**config.mk**
```make
export PLATFORM = sky130hd
export DESIGN_NAME = pulse_period_monitor_flat
export DESIGN_NICKNAME = d
export VERILOG_FILES = /design/src/rtl/pulse_period_monitor_if.sv /design/src/rtl/pulse_period_monitor.sv /design/src/flat_wrapper.sv
export SDC_FILE = /design/constraint.sdc
export NUM_CORES = 1
export LEC_CHECK = 0
export ABC_AREA = 1
export CORE_ASPECT_RATIO = 1.1
export CORE_MARGIN = 2
export CORE_UTILIZATION = 45
export CTS_BUF_LIST = sky130_fd_sc_hd__clkbuf_8 sky130_fd_sc_hd__clkbuf_16
export CTS_CLUSTER_DIAMETER = 30
export CTS_CLUSTER_SIZE = 20
export DETAILED_ROUTE_END_ITERATION = 10
export PLACE_DENSITY = 0.68
export SLEW_MARGIN = 20
export SYNTH_ARGS = -nofsm -noshare
export SYNTH_HDL_FRONTEND = slang
export SYNTH_SLANG_ARGS = --single-unit
```
**constraint.sdc**
```tcl
create_clock -name clk -period 1.78 [get_ports clk]
set_input_delay 0.178 -clock clk [delete_from_list [all_inputs] [get_ports clk]]
set_output_delay 0.178 -clock clk [all_outputs]
set_load 0.02 [all_outputs]
```
**src/rtl/pulse_period_monitor_if.sv**
```systemverilog
// pulse_period_monitor_if: pulse stream input, flag clear, and period/health outputs of the monitor
interface pulse_period_monitor_if #(
    parameter int CNT_W = 16
);
    logic             pulse_in;
    logic             clr;
    logic [CNT_W-1:0] period;
    logic             period_valid;
    logic [15:0]      pulse_count;
    logic             timeout;
    logic             early;
    logic             locked;

    modport master (
        output pulse_in, clr,
        input  period, period_valid, pulse_count, timeout, early, locked
    );

    modport slave (
        input  pulse_in, clr,
        output period, period_valid, pulse_count, timeout, early, locked
    );
endinterface

```
**src/rtl/pulse_period_monitor.sv**
```systemverilog
// pulse_period_monitor: measures edge-to-edge pulse period, flags lost and early pulses; PULSE_PERIOD_MONITOR_SYNC_EN adds a 2-flop input synchronizer
module pulse_period_monitor #(
    parameter int CNT_W   = 16,
    parameter int TIMEOUT = 1000,
    parameter int MIN_GAP = 2
) (
    input logic clk,
    input logic rst,
    pulse_period_monitor_if.slave bus
);
    localparam logic [1:0] IDLE    = 2'd0;
    localparam logic [1:0] MEASURE = 2'd1;
    localparam logic [1:0] LOST    = 2'd2;

    logic [1:0]       state;
    logic [CNT_W-1:0] cnt;
    logic [CNT_W-1:0] period;
    logic             period_valid;
    logic [15:0]      pulse_count;
    logic             timeout;
    logic             early;
    logic             pulse_s;
    logic             pulse_d;
    logic             rise;
    logic             at_limit;
    logic             set_to;
    logic             set_early;

`ifdef PULSE_PERIOD_MONITOR_SYNC_EN
    logic [1:0] sync;
    // two-flop synchronizer, reset high so a held-high input is not seen as an edge
    always_ff @(posedge clk or posedge rst)
        if (rst) sync <= 2'b11;
        else     sync <= {sync[0], bus.pulse_in};
    assign pulse_s = sync[1];
`else
    assign pulse_s = bus.pulse_in;
`endif

    assign rise      = pulse_s & ~pulse_d;
    assign at_limit  = cnt == CNT_W'(TIMEOUT - 1);
    assign set_to    = (state == MEASURE) && !rise && at_limit;
    assign set_early = (state == MEASURE) && rise && (cnt < CNT_W'(MIN_GAP));

    // previous input sample for rising-edge detection
    always_ff @(posedge clk or posedge rst)
        if (rst) pulse_d <= 1'b1;
        else     pulse_d <= pulse_s;

    // state, gap counter and period reporting
    always_ff @(posedge clk or posedge rst)
        if (rst) begin
            state        <= IDLE;
            cnt          <= '0;
            period       <= '0;
            period_valid <= 1'b0;
            pulse_count  <= '0;
        end else begin
            period_valid <= (state == MEASURE) && rise;
            if (rise) pulse_count <= pulse_count + 16'd1;
            if ((state == MEASURE) && rise) period <= cnt;
            if (rise) begin
                state <= MEASURE;
                cnt   <= CNT_W'(1);
            end else if (state == MEASURE) begin
                if (at_limit) state <= LOST;
                else          cnt   <= cnt + CNT_W'(1);
            end
        end

    // sticky health flags; a set event outranks a simultaneous clear
    always_ff @(posedge clk or posedge rst)
        if (rst) begin
            timeout <= 1'b0;
            early   <= 1'b0;
        end else begin
            timeout <= set_to    | (timeout & ~bus.clr);
            early   <= set_early | (early   & ~bus.clr);
        end

    assign bus.period       = period;
    assign bus.period_valid = period_valid;
    assign bus.pulse_count  = pulse_count;
    assign bus.timeout      = timeout;
    assign bus.early        = early;
    assign bus.locked       = state == MEASURE;
endmodule

```
**src/flat_wrapper.sv**
```systemverilog
// flat-port wrapper written by rule: the top's interface ports become plain ports
module pulse_period_monitor_flat 
#(
    parameter int CNT_W   = 16,
    parameter int TIMEOUT = 1000,
    parameter int MIN_GAP = 2
)
  (clk, rst, bus_pulse_in, bus_clr, bus_period, bus_period_valid, bus_pulse_count, bus_timeout, bus_early, bus_locked);
  pulse_period_monitor_if #(.CNT_W(CNT_W)) bus_i ();
  input logic clk;
  input logic rst;
  input wire logic [$bits(bus_i.pulse_in)-1:0] bus_pulse_in;
  input wire logic [$bits(bus_i.clr)-1:0] bus_clr;
  output wire logic [$bits(bus_i.period)-1:0] bus_period;
  output wire logic [$bits(bus_i.period_valid)-1:0] bus_period_valid;
  output wire logic [$bits(bus_i.pulse_count)-1:0] bus_pulse_count;
  output wire logic [$bits(bus_i.timeout)-1:0] bus_timeout;
  output wire logic [$bits(bus_i.early)-1:0] bus_early;
  output wire logic [$bits(bus_i.locked)-1:0] bus_locked;
  assign bus_i.pulse_in = bus_pulse_in;
  assign bus_i.clr = bus_clr;
  assign bus_period = bus_i.period;
  assign bus_period_valid = bus_i.period_valid;
  assign bus_pulse_count = bus_i.pulse_count;
  assign bus_timeout = bus_i.timeout;
  assign bus_early = bus_i.early;
  assign bus_locked = bus_i.locked;
  pulse_period_monitor #(.CNT_W(CNT_W), .TIMEOUT(TIMEOUT), .MIN_GAP(MIN_GAP)) u_core (.clk(clk), .rst(rst), .bus(bus_i));
endmodule
```
==> results.ini, run 1 <==
[run_status]
outcome = completed

[die]
design.core.area_um2 = 5770
die_w_um = 77.4
fp.dieH_um = 84.8
pin_count = 40
rows = 29
initial_core_util_pct = 46.3
dieArea_um2 = 6570

[timing]
fmax_ghz = 0.637
worstMarginPinSlew_ns = 0.300
hold_viol_final = 0
setup_violations = 0
fin_crit_sh_pct = 88.2
min_period_ns = 1.57
grt_setup_unrepaired = no
report.final.slew_viol_count = 0
tns_ns = 0
max-slew-margin-rel_pct = 80.0
fin_ws_ns = 0.211
clock_skew_ns = 0.00629

[clock_tree]
clock_tree.buffer_depth = 2
clock-root-buffer = clkbuf_8
clk_latency_ns = 0.30
clk_pin_slew_ns = 0.09
numCtsBuffers = 5
cts_sinks = 54
cts_tree = done
post_cts_hold_buffer_count = 0
htree_num_levels = 2

[pwr]
p_sw_share_pct = 31.0
pwr-share-clk_pct = 25.8
pwr-share-comb_pct = 23.9
pwr-share-seq_pct = 50.2
ir_worst_vdd_mv = 0.446
leakage_nw = 1.50
intPower_mw = 2.12
p_switching_mw = 0.956
powerDensity_nw_per_um2 = 934
finalPower_mw = 3.08

[synth]
syn_nets = 332
synth.avg_cell_area_um2 = 8.19
yosysTopAreaCellShare_pct = 49.7
netlist_instances = 326
yosysWarnings = 0
async_flop_share_pct = 100
seq_area_frac_synth_pct = 50.7
syn_area_um2 = 2670
yosysUniqueCellTypes = 25
synth.most_common_cell = nand2_1
synth_common_cells = nand2_1, dfrtp_1, inv_1
synth_top_cell_by_area = dfrtp_1
synth_edf_count = 0
synth_area_leaders = dfrtp_1, nand2_1, nand3_1
ys_seq_elements = 54
synthFlopType = dfrtp_1

[cells_and_area]
drive_above_1_share_pct = 10.1
multi_input_area_um2 = 1120
syn_to_final_growth_pct = 23.4
antennaDiodeCount = 0
post-route-util_pct = 57.1
fin_area_um2 = 3290
register_area_um2 = 1350
layout.nets = 380
fillers = 524

[routing]
num_vias = 2196
avgViaCountPerCell = 4.86
dr.pass1.iters = 4
drt_iter0_drc = 130
drt_wl_total_um = 5520
drtAntennaViolNets = 0
drcViolationCount = 0
avgRoutedWirePerCell_um = 12.2

[min_path]
hp-class = in2async

[placed_design]
dpl.hpwl_um = 4190
gp_congestion = 0.891
dpl-instance-area_um2 = 3190
portBuffers = 39
place_ws_ns = 0.144

[setup_path]
path_class = reg2out
worstSetupPathDepth = 1
crit_path_cell_trace = clkdlybuf4s50_1
crit_path_max_fanout = 5
worstRegToRegCells = 10
critPathRequiredTime_ns = 1.60
cpPeakStageDelay_ns = 0.64
cp-end-kind = primary output
worst_ep_arrival_time_ns = 1.39
crit_buf_inv = 1
start_kind = flop
critical-path-top-delay-family = buffers and inverters
slowest_stage = clkdlybuf4s50_1

[grt]
grt-ovfl-total = 0
grt_use_total_pct = 18.6
grt_pass1_wl_um = 9860
antenna_found_initial = 0
grt_max_degree = 31
grt_pass1_vias = 2010

[job]
drv_cap = 0

[final cells by class]
type | instances | area share [%]
flip-flops and latches | 54 | 41.1
multi-input cells | 226 | 34.0
repair buffers | 48 | 14.4
inverters | 39 | 4.48
well taps | 77 | 2.92
clock buffers | 5 | 2.09
clock inverters | 3 | 1.14
[routing by layer]
layer  vias to the layer above  track usage (%)  part of all wire (%)
met5                         -                0                     0
met4                         0             5.19                   1.4
met3                         7             3.01                   3.1
met2                        52             27.7                    43
met1                      1002             28.1                    52
li1                       1135                -                     -
[placed cells by master, fill, tap and decap left out, types with 2 or more instances in the layout]
cell	count
ha_1	2
inv_1	38
xor2_1	9
buf_4	8
xnor2_1	5
o21ai_2	7
nor2_1	32
o21ai_1	7
nand2_2	4
dfrtp_1	53
nand3_1	28
clkdlybuf4s50_1	38
nand2_1	86
nor2_2	5
clkbuf_8	5
o21ai_0	24
nor3_1	3
nand4_1	10
[state kept, by name (all words and copies together), names as in the netlist]
register,cells
u_core.state,2
u_core.bus.early,1
u_core.bus.period,16
u_core.bus.pulse_count,16
u_core.bus.timeout,1
u_core.bus.period_valid,1
u_core.cnt,16
u_core.pulse_d,1
[power by group through the flow]
stage | logic [mW] | registers [mW] | clock network, mW
finish | 0.737 | 1.55 | 0.796
global route | 0.829 | 1.57 | 0.869
CTS | 0.747 | 1.55 | 0.824
detailed placement | 0.744 | 1.57 | 0
global placement | 0.737 | 1.56 | 0
floorplan | 0.303 | 1.67 | 0
[worst paths after layout]
check / startpoint / end / slack [ns]
hold reg to reg: u_core.bus.pulse_count[15] / u_core.bus.pulse_count[15] / 0.48
setup / recovery: u_core.bus.pulse_count[3] / bus_pulse_count[3] / 0.21
setup reg to reg: u_core.cnt[1] / u_core.cnt[2] / 0.23
min in group clk: bus_pulse_in / u_core.pulse_d / 0.32
hold / removal: rst / u_core.bus.period[0] / 0.13
max in group asynchronous: rst / u_core.pulse_d / 1.11
[what timing repair did]
item                       CTS  global route
resized for setup            0             1
buffers inserted             0             0
hold endpoints to repair     0             0
setup endpoints to repair    0             1
[per-stage QoR]
stage               instances  hold slack [ns]
global route              452            0.148
finish                    452            0.133
CTS                       452            0.146
detailed placement        444            0.471
floorplan                 326            0.182
global placement          444            0.462
[cells by family (layout without fill, tap and decap cells)]
family / count (synthesis) / in the layout / share of synthesized area [%]
xor+xnor: 14 / 14 / 4.59
flops: 54 / 54 / 50.7
fa+ha+maj: 2 / 2 / 0.937
simple gates: 172 / 172 / 28.3
compound gates: 38 / 38 / 8.11
buf+inv: 46 / 95 / 7.45
Note: power is estimated with default switching activity, not from simulation.
==> inputs of run 2 (changes only) <==
- DONT_BUFFER_PORTS: unset -> 1
- PLACE_DENSITY: 0.68 -> unset
==> run 2 against run 1 <==
  * Clock skew grew 0.0054 ns
  * Critical path depth grew 6
  * Global-route usage shrank 0.56 points
  * Final cell count shrank 7.7%
  * Fmax grew 0.76%
  * Largest power group unchanged
==> results.ini, run 2 (same netlist as run 1, synthesis figures left out) <==
[die]
initial_core_util_pct = 46.3  ; unchanged
fp.dieH_um = 84.8  ; unchanged
die_w_um = 77.4  ; unchanged
dieArea_um2 = 6570  ; unchanged
design.core.area_um2 = 5770  ; unchanged
pin_count = 40  ; unchanged
rows = 29  ; unchanged

[clock_tree]
cts_tree = done
cts_sinks = 54  ; unchanged
clk_latency_ns = 0.31  ; about the same
htree_num_levels = 2  ; unchanged
clock_tree.buffer_depth = 2  ; unchanged
numCtsBuffers = 5  ; unchanged
clock-root-buffer = clkbuf_8
clk_pin_slew_ns = 0.10  ; about the same

[timing]
fin_ws_ns = 0.222  ; +0.0119 ns
worstMarginPinSlew_ns = 0.464  ; +0.164 ns
fmax_ghz = 0.642  ; +0.76%
clock_skew_ns = 0.0117  ; +0.00544 ns
hold_viol_final = 0  ; unchanged
grt_setup_unrepaired = no
tns_ns = 0  ; unchanged
fin_crit_sh_pct = 87.5  ; -0.67 points
hold_ws_ns = 0.160  ; +0.0278 ns
report.final.slew_viol_count = 0  ; unchanged
setup_violations = 0  ; unchanged
min_period_ns = 1.56  ; -0.0119 ns
max-slew-margin-rel_pct = 69.0  ; -11 points

[run_status]
outcome = completed

[min_path]
hp-start = bus_pulse_in
hp-class = in2reg
hold_path_depth = 2
hold_end = u_core.bus.pulse_count[0]

[placed_design]
dpl.hpwl_um = 4120  ; -1.8%
place_ws_ns = 0.236  ; +0.0918 ns
portBuffers = 0  ; -100%
gp_congestion = 0.824  ; -7.5%
dpl-instance-area_um2 = 2800  ; -12%

[job]
drv_cap = 0  ; unchanged

[setup_path]
start_kind = flop
worst_ep_arrival_time_ns = 1.80  ; +0.41 ns
r2r_start = u_core.cnt[1]
r2r_end = u_core.cnt[5]
crit_path_start = u_core.cnt[1]
r2r_slack_ns = 0.22  ; about the same
cp-end-kind = flop
critPathRequiredTime_ns = 2.02  ; +0.42 ns
path_class = reg2reg
worstRegToRegCells = 7  ; -3
crit_path_max_fanout = 24  ; +19

[cells_and_area]
multi_input_area_um2 = 1120  ; unchanged
most-common-layout-cells = nand2_1, dfrtp_1, inv_1
layout.nets = 345  ; -9.2%
fin_area_um2 = 2940  ; -11%
drive_above_1_share_pct = 11.8  ; +1.6 points
antennaDiodeCount = 0  ; unchanged
top_regs = u_core.bus.period: 16 flops, u_core.bus.pulse_count: 16 flops, u_core.cnt: 16 flops
syn_to_final_growth_pct = 10.2
register_area_um2 = 1350  ; unchanged
final_common_cell = nand2_1
fillers = 573  ; +9.4%

[grt]
grt_pass1_vias = 1970  ; -2.0%
grt_pass1_wl_um = 9510  ; -3.6%
antenna_found_initial = 0  ; unchanged
grt_use_total_pct = 18.0  ; -0.56 points
grt_max_degree = 34  ; +9.7%
grt-ovfl-total = 0  ; unchanged

[routing]
num_vias = 2097  ; -4.5%
drt_iter0_drc = 137  ; +5.4%
dr.pass1.iters = 5  ; +1
drt_wl_total_um = 5620  ; +1.9%
drtAntennaViolNets = 0  ; unchanged
avgViaCountPerCell = 5.03  ; +3.5%
avgRoutedWirePerCell_um = 13.5  ; +10%
drcViolationCount = 0  ; unchanged

[pwr]
leakage_nw = 1.38  ; -8.4%
powerDensity_nw_per_um2 = 1010  ; +8.1%
ir_worst_vdd_mv = 0.516  ; +16%

==> run 2: layer usage <==
layer  routed length [um]  GRT usage, %  share of wire (%)
met5                    0             0                  0
met4                   64          4.87                1.1
met3                  278          4.09                4.9
met2                 2470          27.4                 44
met1                 2810          26.1                 50
==> run 2: how the worst max path moves through the flow <==
stage	cells after the start	end
2_1_floorplan	8	u_core.bus.pulse_count[14]
3_3_place_gp	6	u_core.bus.pulse_count[13]
3_5_place_dp	10	u_core.cnt[0]
4_1_cts	10	u_core.cnt[0]
5_1_grt	10	u_core.cnt[15]
6_report	7	u_core.cnt[5]
==> run 2: layout make-up <==
| cell class | instances | area share [%] |
|---|---|---|
| flip-flops and latches | 54 | 46.0 |
| clock buffers | 5 | 2.34 |
| repair buffers | 13 | 4.00 |
| inverters | 39 | 5.02 |
| multi-input cells | 226 | 38.0 |
| clock inverters | 3 | 1.40 |
| well taps | 77 | 3.27 |
==> run 2: metrics by stage <==
stage               instances  power (mW)  utilization, %
floorplan                 326        1.97               -
finish                    417        2.97            51.0
global placement          406        2.15            48.6
global route              417        3.12            51.0
detailed placement        406        2.16            48.6
CTS                       417        3.00            51.0
==> run 2: what timing repair did <==
action,4_1_cts,5_1_grt
buffers inserted,0,0
gates resized for setup,0,0
hold endpoints to repair,24,0
hold buffers,3,0
==> run 2: worst max-delay path, cell delays in order (launching register included) <==
cell     delay (ns)
dfrtp_1        0.43
ha_1           0.25
nand3_1        0.09
nor2_1         0.18
nand3_2        0.10
nand2_4        0.25
nand2_1        0.10
o21ai_2        0.07
==> run 2: report_power, final <==
group          total (mW)  switching, mW  internal [mW]
sequential           1.58          0.209           1.37
clock               0.833          0.418          0.415
combinational       0.555          0.342          0.213
total                2.97          0.969           2.00
